[config.mk]
export PLATFORM = sky130hd
export DESIGN_NAME = divider_constant_time
export DESIGN_NICKNAME = d
export VERILOG_FILES = /design/src/rtl/divider_constant_time.sv
export SDC_FILE = /design/constraint.sdc
export NUM_CORES = 1
export LEC_CHECK = 0
export ABC_AREA = 1
export CAP_MARGIN = 20
export CORE_ASPECT_RATIO = 1.4
export CORE_MARGIN = 1.5
export CORE_UTILIZATION = 40
export CTS_CLUSTER_DIAMETER = 120
export CTS_CLUSTER_SIZE = 24
export DETAILED_ROUTE_END_ITERATION = 10
export PLACE_DENSITY_LB_ADDON = 0.2
export SLEW_MARGIN = 20
export SYNTH_ARGS = -nofsm -noshare
export SYNTH_HDL_FRONTEND = slang
export SYNTH_SLANG_ARGS = --single-unit
export TNS_END_PERCENT = 50
[constraint.sdc]
create_clock -name clk -period 2.4 [get_ports clk]
set_clock_uncertainty 0.15 [all_clocks]
set_input_delay 0.72 -clock clk [delete_from_list [all_inputs] [get_ports clk]]
set_output_delay 0.72 -clock clk [all_outputs]
set_load 0.1 [all_outputs]
[src/rtl/divider_constant_time.sv]
`default_nettype none
// ==========================================================================
// divider_constant_time : restoring unsigned divider, fixed WIDTH-step latency
// Revision 1.0
// ==========================================================================
module divider_constant_time #(
  parameter int WIDTH = 8
) (
  input  logic             clk,
  input  logic             rst,
  input  logic             start,
  input  logic [WIDTH-1:0] dividend,
  input  logic [WIDTH-1:0] divisor,
  output logic [WIDTH-1:0] quotient,
  output logic [WIDTH-1:0] remainder,
  output logic             busy,
  output logic             quotientDone
);

  localparam int            CW     = $clog2(WIDTH);
  localparam logic [1:0]    S_IDLE = 2'd0;
  localparam logic [1:0]    S_BUSY = 2'd1;
  localparam logic [1:0]    S_DONE = 2'd2;
  localparam logic [CW-1:0] C_LAST = CW'(WIDTH - 1);

  logic [1:0]       state_q, state_d;
  logic [CW-1:0]    count_q, count_d;
  logic [WIDTH-1:0] q_q, q_d;
  logic [WIDTH-1:0] r_q, r_d;
  logic [WIDTH-1:0] d_q, d_d;
  logic [WIDTH-1:0] quot_q, quot_d;
  logic [WIDTH-1:0] rem_q, rem_d;
  logic             busy_q, busy_d;
  logic             done_q, done_d;

  logic [WIDTH:0]   step_s, step_t;
  logic [WIDTH-1:0] step_r, step_q;

  // Partial remainder always stays below 2^WIDTH, so its constant-zero top bit is not stored.
  always_comb begin
    step_s = {r_q, q_q[WIDTH-1]};
    step_t = step_s - {1'b0, d_q};
    step_r = step_t[WIDTH] ? step_s[WIDTH-1:0] : step_t[WIDTH-1:0];
    step_q = {q_q[WIDTH-2:0], ~step_t[WIDTH]};
  end

  always_comb begin
    state_d = state_q;
    count_d = count_q;
    q_d     = q_q;
    r_d     = r_q;
    d_d     = d_q;
    quot_d  = quot_q;
    rem_d   = rem_q;
    busy_d  = busy_q;
    done_d  = 1'b0;
    case (state_q)
      S_IDLE: begin
        if (start) begin
          d_d     = divisor;
          q_d     = dividend;
          r_d     = '0;
          count_d = '0;
          busy_d  = 1'b1;
          state_d = S_BUSY;
        end
      end
      S_BUSY: begin
        q_d     = step_q;
        r_d     = step_r;
        count_d = count_q + CW'(1);
        if (count_q == C_LAST) begin
          quot_d  = step_q;
          rem_d   = step_r;
          done_d  = 1'b1;
          state_d = S_DONE;
        end
      end
      S_DONE: begin
        busy_d  = 1'b0;
        state_d = S_IDLE;
      end
      default: begin
        busy_d  = 1'b0;
        state_d = S_IDLE;
      end
    endcase
  end

  always_ff @(posedge clk or negedge rst) begin
    if (!rst) begin
      state_q <= S_IDLE;
      count_q <= '0;
      q_q     <= '0;
      r_q     <= '0;
      d_q     <= '0;
      quot_q  <= '0;
      rem_q   <= '0;
      busy_q  <= 1'b0;
      done_q  <= 1'b0;
    end else begin
      state_q <= state_d;
      count_q <= count_d;
      q_q     <= q_d;
      r_q     <= r_d;
      d_q     <= d_d;
      quot_q  <= quot_d;
      rem_q   <= rem_d;
      busy_q  <= busy_d;
      done_q  <= done_d;
    end
  end

  assign quotient     = quot_q;
  assign remainder    = rem_q;
  assign busy         = busy_q;
  assign quotientDone = done_q;

endmodule
`default_nettype wire

# --- Word level (Yosys, flattened, before mapping) ---
# Cells that the tools add are included.
totals:
  reg_bits: 47
  output_inout_bits: 18
  wordCells: 38
op_classes:
  n_addsub: 2
  n_eq_ne: 4
  n_mux: 14
  bitwise_logic: 2
  reduce_logical: 7
op_table:
  columns: ["cell", "n"]
  rows:
  - ["$pmux W8 S2", 2]
  - ["$mux W8", 3]
  - ["$reduce_and A2 Y1", 5]
  - ["$sub A9 B8 Y9", 1]
  - ["$pmux W3 S2", 1]
  - ["$mux W2", 2]
  - ["$ne A2 B2 Y1 const B", 2]
  - ["$pmux W2 S2", 1]
  - ["$add A3 B1 Y3 const B", 1]
  - ["$eq A3 B3 Y1 const B", 1]
  - ["$mux W1", 3]
  - ["$mux W3", 1]
  - ["$eq A2 B1 Y1 const B", 1]
  - ["$logic_not A2 Y1", 1]
  - ["$not A1 Y1", 2]
  - ["$pmux W1 S2", 1]
  - ["$reduce_bool A2 Y1", 1]

# --- Longest topological paths before layout ---
# Gate-level depths: netlist (run 1).
depth:
  word_depth: 3
  depth_mapped: 14
  depth_no_buf: 14

# --- Worst setup path before layout (run 1) ---
# Ideal clock, no wire load.
synth_timing:
  path_kind: "register to register"
  start: "register q_q[7]"
  end: "register rem_q[7] (netlist: remainder[7])"
  setup_time_ns: 0.120
  t_arrival_ns: 1.713
  required_time_ns: 2.130
  setup_slack_ns: 0.417
  path_stages_with_launch: 15
  n_path_buf: 0
  path_cell_list: "dfrtp_1 > inv_1 > ha_1 > inv_1 > fa_1 > nand2_1 > nand2_2 > nand3_2 > nand2_2 > nand2_4 > nand2_8 > nand2_2 > nand2_2 > nand2_1 > nand2_1"
synth_between:
  elab_chain_len: 2
synth_lines:
  columns: ["item", "line", "rtl"]
  rows:
  - ["from (decl)", "28", "logic [WIDTH-1:0] q_q, q_d;"]
  - ["from (signal assigned)", "104", "q_q <= q_d;"]
  - ["$sub A9 B8 Y9", "42", "step_t = step_s - {1'b0, d_q};"]
  - ["$mux W8", "43", "step_r = step_t[WIDTH] ? step_s[WIDTH-1:0] : step_t[WIDTH-1:0];"]
  - ["to (signal assigned)", "108", "rem_q <= rem_d;"]
  - ["to (decl)", "32", "logic [WIDTH-1:0] rem_q, rem_d;"]
# No other way between the ends.
# A chain may end at the register's enable or synchronous reset.

# --- Worst setup path after layout (run 1) ---
layout_timing:
  start: "register q_q[7]"
  end: "register rem_q[6] (netlist: remainder[6])"
# Same word-level chain as after synthesis.

==> flow_summary.yaml, run 1 <==
sta:
  fmax_ghz: 0.459
  worstMarginPinSlew_ps: 590
  setup_tns_ps: 0
  drv_slew: 0
  setup_viol: 0
  relSlewSlack: 0.607
  hold_viol_final: 0
  finalWorstSetupSlack_ps: 219
  rsz0062_at_grt: "false"
  holdWs_ps: 335
  period_share: 0.909
  min_period_ps: 2180
setup_path:
  required_ps: 2450
  arrival_ps: 2230
  r2r_slack_ps: 220
  cp_top_family: "simple AND/OR/NAND/NOR gates"
  crit_buf_inv: 2
  critPathCapture: "remainder[6]$_DFFE_PN0P_"
  timing.rr.start: "q_q[7]$_DFFE_PN0P_"
  startpoint_type: "flip-flop"
  crit_path_max_fanout: 10
  r2r-end: "remainder[6]$_DFFE_PN0P_"
  startpoint: "q_q[7]$_DFFE_PN0P_"
  cp-end-kind: "flip-flop"
  cp_num_cells: 12
  crit_type: "flip-flop to flip-flop"
  cp_slowest_cell: "fa_1"
  crit_top_cell: "nand2_1"
  r2r_cells: 12
  max_stage_delay_ps: 400
  crit_path_cell_trace: "inv_1, ha_1, inv_1, fa_1, nand2_1, nand2_2, nand3_2, nand3_4, nand2_8, nand2_1, nand3_1, nand2_1"
clock_tree:
  ctsHoldBuffers: 0
  cts_tree: "done"
  cts_made_buffers: 5
  clk_path_buf_depth: 2
  cts.reportedPaths.clkPinSlew_ps: 90
  cts_resized: 0
  cts.sinks: 47
  cts_setup_buffers: 0
  htreeDepth: 2
  cts_root_buf: "clkbuf_8"
  worst_skew_pair.late_latency_ps: 300
cells_and_area:
  final_layout_size_suffix_gt1_frac: 0.145
  n_antenna_cell: 0
  final_common_cell: "nand2_1"
  syn_to_final_growth_pct: 22.3
  layout.nets: 361
  final_cell_mix: "nand2_1, dfrtp_1, inv_1"
drt:
  vias: 1938
  drt-initial-drc-count: 88
  drcViolationCount: 0
  wl_per_cell_um: 12.3
  drt_first_pass_iters: 4
  via_per_inst: 4.82
  postRouteAntennaNets: 0
  wirelength_mm: 4.95
yosys:
  synth_top_area_frac: 0.487
  synth_largest_area_cell: "dfrtp_1"
  synth_cell_types: 30
  syn-cell-area_mm2: 0.00241
  synth.top_cells.by_area: "dfrtp_1, nand2_1, inv_1, ha_1, o21ai_0"
  ys_seq_elements: 47
  yosys_warnings: 0
  ys_seq_area_frac: 0.487
  synthesis.nets: 319
  synth_cells: 289
  syn_area_per_cell_um2: 8.36
floorplan:
  die_w_um: 68.7
  die_h_um: 94.9
  initial_core_util: 0.412
  core_region_area_mm2: 0.00586
  ios: 37
  num_rows: 33
  dieArea_mm2: 0.00652
flow_run:
  maxCapViolCount: 0
global_routing:
  grt_start_max_net_pins: 48
  antenna_found_initial: 0
  grt_pass1_wl_mm: 8.51
  grt_pass1_vias: 1849
  overflow: 0
  track_usage: 0.175
status:
  status: "completed"
placed_design:
  hpwl_mm: 3.65
  post-place-ws_ps: -208
  gp_congestion: 0.790
  place.port_buffers: 36
min_path:
  min_path_type: "flip-flop to flip-flop"
  min-delay-start: "quotient[0]$_DFFE_PN0P_"
[layer usage]
| metal | part of all wire | vias up | global-route usage |
|---|---|---|---|
| met5 | 0 | - | 0 |
| met4 | 0.015 | 0 | 0.0550 |
| met3 | 0.026 | 5 | 0.0334 |
| met2 | 0.53 | 21 | 0.307 |
| met1 | 0.43 | 917 | 0.209 |
| li1 | - | 995 | - |
[flip-flops by register name, indices dropped and copies added, names as in the netlist]
signal and flops:
d_q 8, count_q 3, busy 1, state_q 2
remainder 8, q_q 8, quotientDone 1, quotient 8
r_q 8
[tightest hold or removal path: stages (launching register included)]
cell,delay (ps)
dfrtp_1,350
nand2_1,50
nand2_1,50
[Yosys cell counts]
library cell  number
mux2_2             1
xnor2_1            2
o21ai_0           24
nor2_1            12
buf_6              1
a22o_1             2
or2_4              1
a21oi_2            1
nand2_4            1
nor2_2             1
nand2_2            6
nand3b_1           5
nand3_1           21
inv_2              1
fa_1               1
buf_2              2
nand2_8            1
ha_1              10
inv_1             39
nand3_2            1
a21oi_1           16
dfrtp_1           47
nand3_4            1
nand4_1            1
nor2_4             1
clkbuf_1           2
buf_4              1
xor2_1             1
nand2_1           85
o211ai_1           1
[cells by family after synthesis]
| logic type | synth area share |
|---|---|
| adder cells (fa/ha/maj) | 0.0601 |
| flip-flops | 0.487 |
| multiplexers | 0.00466 |
| AO/OA/AOI/OAI | 0.0969 |
| XOR/XNOR | 0.0109 |
| AND/OR/NAND/NOR | 0.263 |
| buffers and inverters | 0.0772 |
[worst min-delay path by stage]
stage | endpoint | cells after the start
final | quotient[0]$_DFFE_PN0P_ | 2
after global routing | quotient[7]$_DFFE_PN0P_ | 2
after CTS | quotient[0]$_DFFE_PN0P_ | 2
after detailed placement | remainder[5]$_DFFE_PN0P_ | 2
after global placement | quotient[0]$_DFFE_PN0P_ | 2
after floorplan | busy$_DFFE_PN0P_ | 0
[area by class of cell]
cell class                      instances  area, um^2
Clock inverter                          2        13.8
Inverter                               40         150
Sequential cell                        47        1180
Fill cell                             609        2910
Tap cell                               70        87.6
Multi-Input combinational cell        196        1060
Timing Repair Buffer                   41         385
Clock buffer                            6        82.6
[stage by stage]
| stage | instances | cell area, um^2 | utilization |
|---|---|---|---|
| 5_1_grt | 402 | 2950 | 0.504 |
| 6_report | 402 | 2950 | 0.504 |
| 2_1_floorplan | 289 | 2410 | - |
| 4_1_cts | 402 | 2950 | 0.503 |
| 3_5_place_dp | 394 | 2850 | 0.486 |
| 3_3_place_gp | 394 | 2850 | 0.486 |
Power of run 1 is not shown: default switching activity piles up to over one toggle a cycle in this logic, so the estimate is an artifact.
==> run 2: changes to the inputs <==
- CORE_UTILIZATION: 40 -> 50
- HOLD_SLACK_MARGIN: unset -> 0.02
==> run 2 against run 1 <==
Net effect: sequential share of layout area is 1.6 points lower; first-iteration DRC count down 35%; register-to-register slack about the same; critical path depth up 2; count of clock-buffer cells in the layout grew 1; maximum frequency grew 0.66%; via count is 1.8% higher; flip-flop and latch count unchanged; non-clock buffer count grew 2; die area fell by 19%; design area rose by 4.1%; utilization up 17 points; critical path type unchanged.
==> flow_summary.yaml, run 2 (synthesis gave the netlist of run 1 again) <==
clock_tree:
  cts_made_buffers: 5
  htreeDepth: 2
  cts.sinks: 47
  cts.reportedPaths.clkPinSlew_ps: 90
  cts_root_buf: "clkbuf_8"
  cts_resized: 0
  ctsHoldBuffers: 0
  clk_path_buf_depth: 2
  worst_skew_pair.late_latency_ps: 300
  cts_setup_buffers: 0
  cts_tree: "done"
cells_and_area:
  syn_to_final_growth_pct: 27.3
  final-seq-area_mm2: 0.00118
  final_common_cell: "nand2_1"
  n_antenna_cell: 0
  final_layout_size_suffix_gt1_frac: 0.150
  multiInputGateArea_mm2: 0.00105
  nFillCells: 405
  layout.nets: 363
  final_cell_mix: "nand2_1, dfrtp_1, inv_1"
setup_path:
  max_stage_delay_ps: 400
  timing.rr.start: "q_q[7]$_DFFE_PN0P_"
  crit_top_cell: "nand2_2"
  startpoint_type: "flip-flop"
  crit_path_max_fanout: 10
  critPathCapture: "r_q[7]$_DFFE_PN0P_"
  startpoint: "q_q[7]$_DFFE_PN0P_"
  r2r-end: "r_q[7]$_DFFE_PN0P_"
  r2r_slack_ps: 230
  crit_type: "flip-flop to flip-flop"
  r2r_cells: 14
  required_ps: 2450
  arrival_ps: 2210
  cp_slowest_cell: "fa_1"
  crit_path_cell_trace: "inv_1, ha_1, inv_1, fa_1, nand2_1, nand2_2, nand3_2, nand2_2, nand2_4, nand2_8, nand2_2, nand2_2, nand2_1, nand2_1"
  cp-end-kind: "flip-flop"
sta:
  min_period_ps: 2170
  setup_tns_ps: 0
  rsz0062_at_grt: "false"
  relSlewSlack: 0.661
  drv_slew: 0
  setup_viol: 0
  hold_viol_final: 0
  fmax_ghz: 0.462
  worstMarginPinSlew_ps: 507
  period_share: 0.903
flow_run:
  maxCapViolCount: 0
global_routing:
  track_usage: 0.212
  grt_pass1_vias: 1980
  grt_pass1_wl_mm: 8.44
  antenna_found_initial: 0
  overflow: 0
  grt_start_max_net_pins: 48
floorplan:
  core_region_area_mm2: 0.00457
  die_h_um: 85.2
  dieArea_mm2: 0.00526
  initial_core_util: 0.528
  num_rows: 29
  die_w_um: 61.7
  ios: 37
placed_design:
  place.port_buffers: 36
  gp_congestion: 0.799
  hpwl_mm: 3.63
status:
  status: "completed"
min_path:
  min_path_type: "input pin to asynchronous set/reset pin"
drt:
  vias: 1973
  drt_first_pass_iters: 4
  drt-initial-drc-count: 57
  postRouteAntennaNets: 0
  wirelength_mm: 4.95
  wl_per_cell_um: 12.5
  drcViolationCount: 0
  via_per_inst: 4.98
[run 2: changes by cell type in the layout (fill, tap and decap cells not counted), sizes merged]
cell	delta
clkinv	-1
inv	-1
clkbuf	+1
buf	+2
clkinvlp	+1
[run 2: critical path: cells and delay by family, from the launching register on]
| family | cells | cell delay (ps) |
|---|---|---|
| adder cells (fa/ha/maj) | 2 | 550 |
| AND/OR/NAND/NOR | 10 | 830 |
| buffers and inverters | 2 | 150 |
| flip-flops | 1 | 360 |
[run 2: metrics by stage]
step,hold WS [ps],area [um^2],utilization,setup WS [ps],instances
after floorplan,274,2410,-,417,289
after global placement,321,2970,0.649,253,388
after detailed placement,330,2970,0.649,229,388
after CTS,253,3070,0.672,226,396
after global routing,258,3070,0.672,84.9,396
final,235,3070,0.672,234,396
[run 2: layout make-up]
class | instances | area share
multi-input cells | 196 | 0.342
well taps | 62 | 0.0252
repair buffers | 43 | 0.167
flip-flops and latches | 47 | 0.383
clock inverters | 1 | 0.00244
inverters | 40 | 0.0489
clock buffers | 7 | 0.0314
[run 2: routing by layer]
metal / GRT usage / part of all wire / routed length (um) / vias to the layer above
met4: 0.0812 / 0.023 / 114 / 0
met2: 0.366 / 0.54 / 2690 / 30
li1: - / - / - / 1002
met5: 0 / 0 / 0 / -
met3: 0.0320 / 0.023 / 116 / 10
met1: 0.257 / 0.41 / 2030 / 931
[run 2: how the worst min path moves through the flow]
stage | start | to | slack, ps | cells past startpoint
after floorplan | rst | busy$_DFFE_PN0P_ | 270 | 0
after detailed placement | quotient[3]$_DFFE_PN0P_ | quotient[3]$_DFFE_PN0P_ | 330 | 2
final | rst | d_q[7]$_DFFE_PN0P_ | 240 | 2
after CTS | rst | d_q[6]$_DFFE_PN0P_ | 250 | 2
after global routing | rst | d_q[5]$_DFFE_PN0P_ | 260 | 2
after global placement | quotient[5]$_DFFE_PN0P_ | quotient[5]$_DFFE_PN0P_ | 320 | 2
Power of run 2 is left out for the same reason.
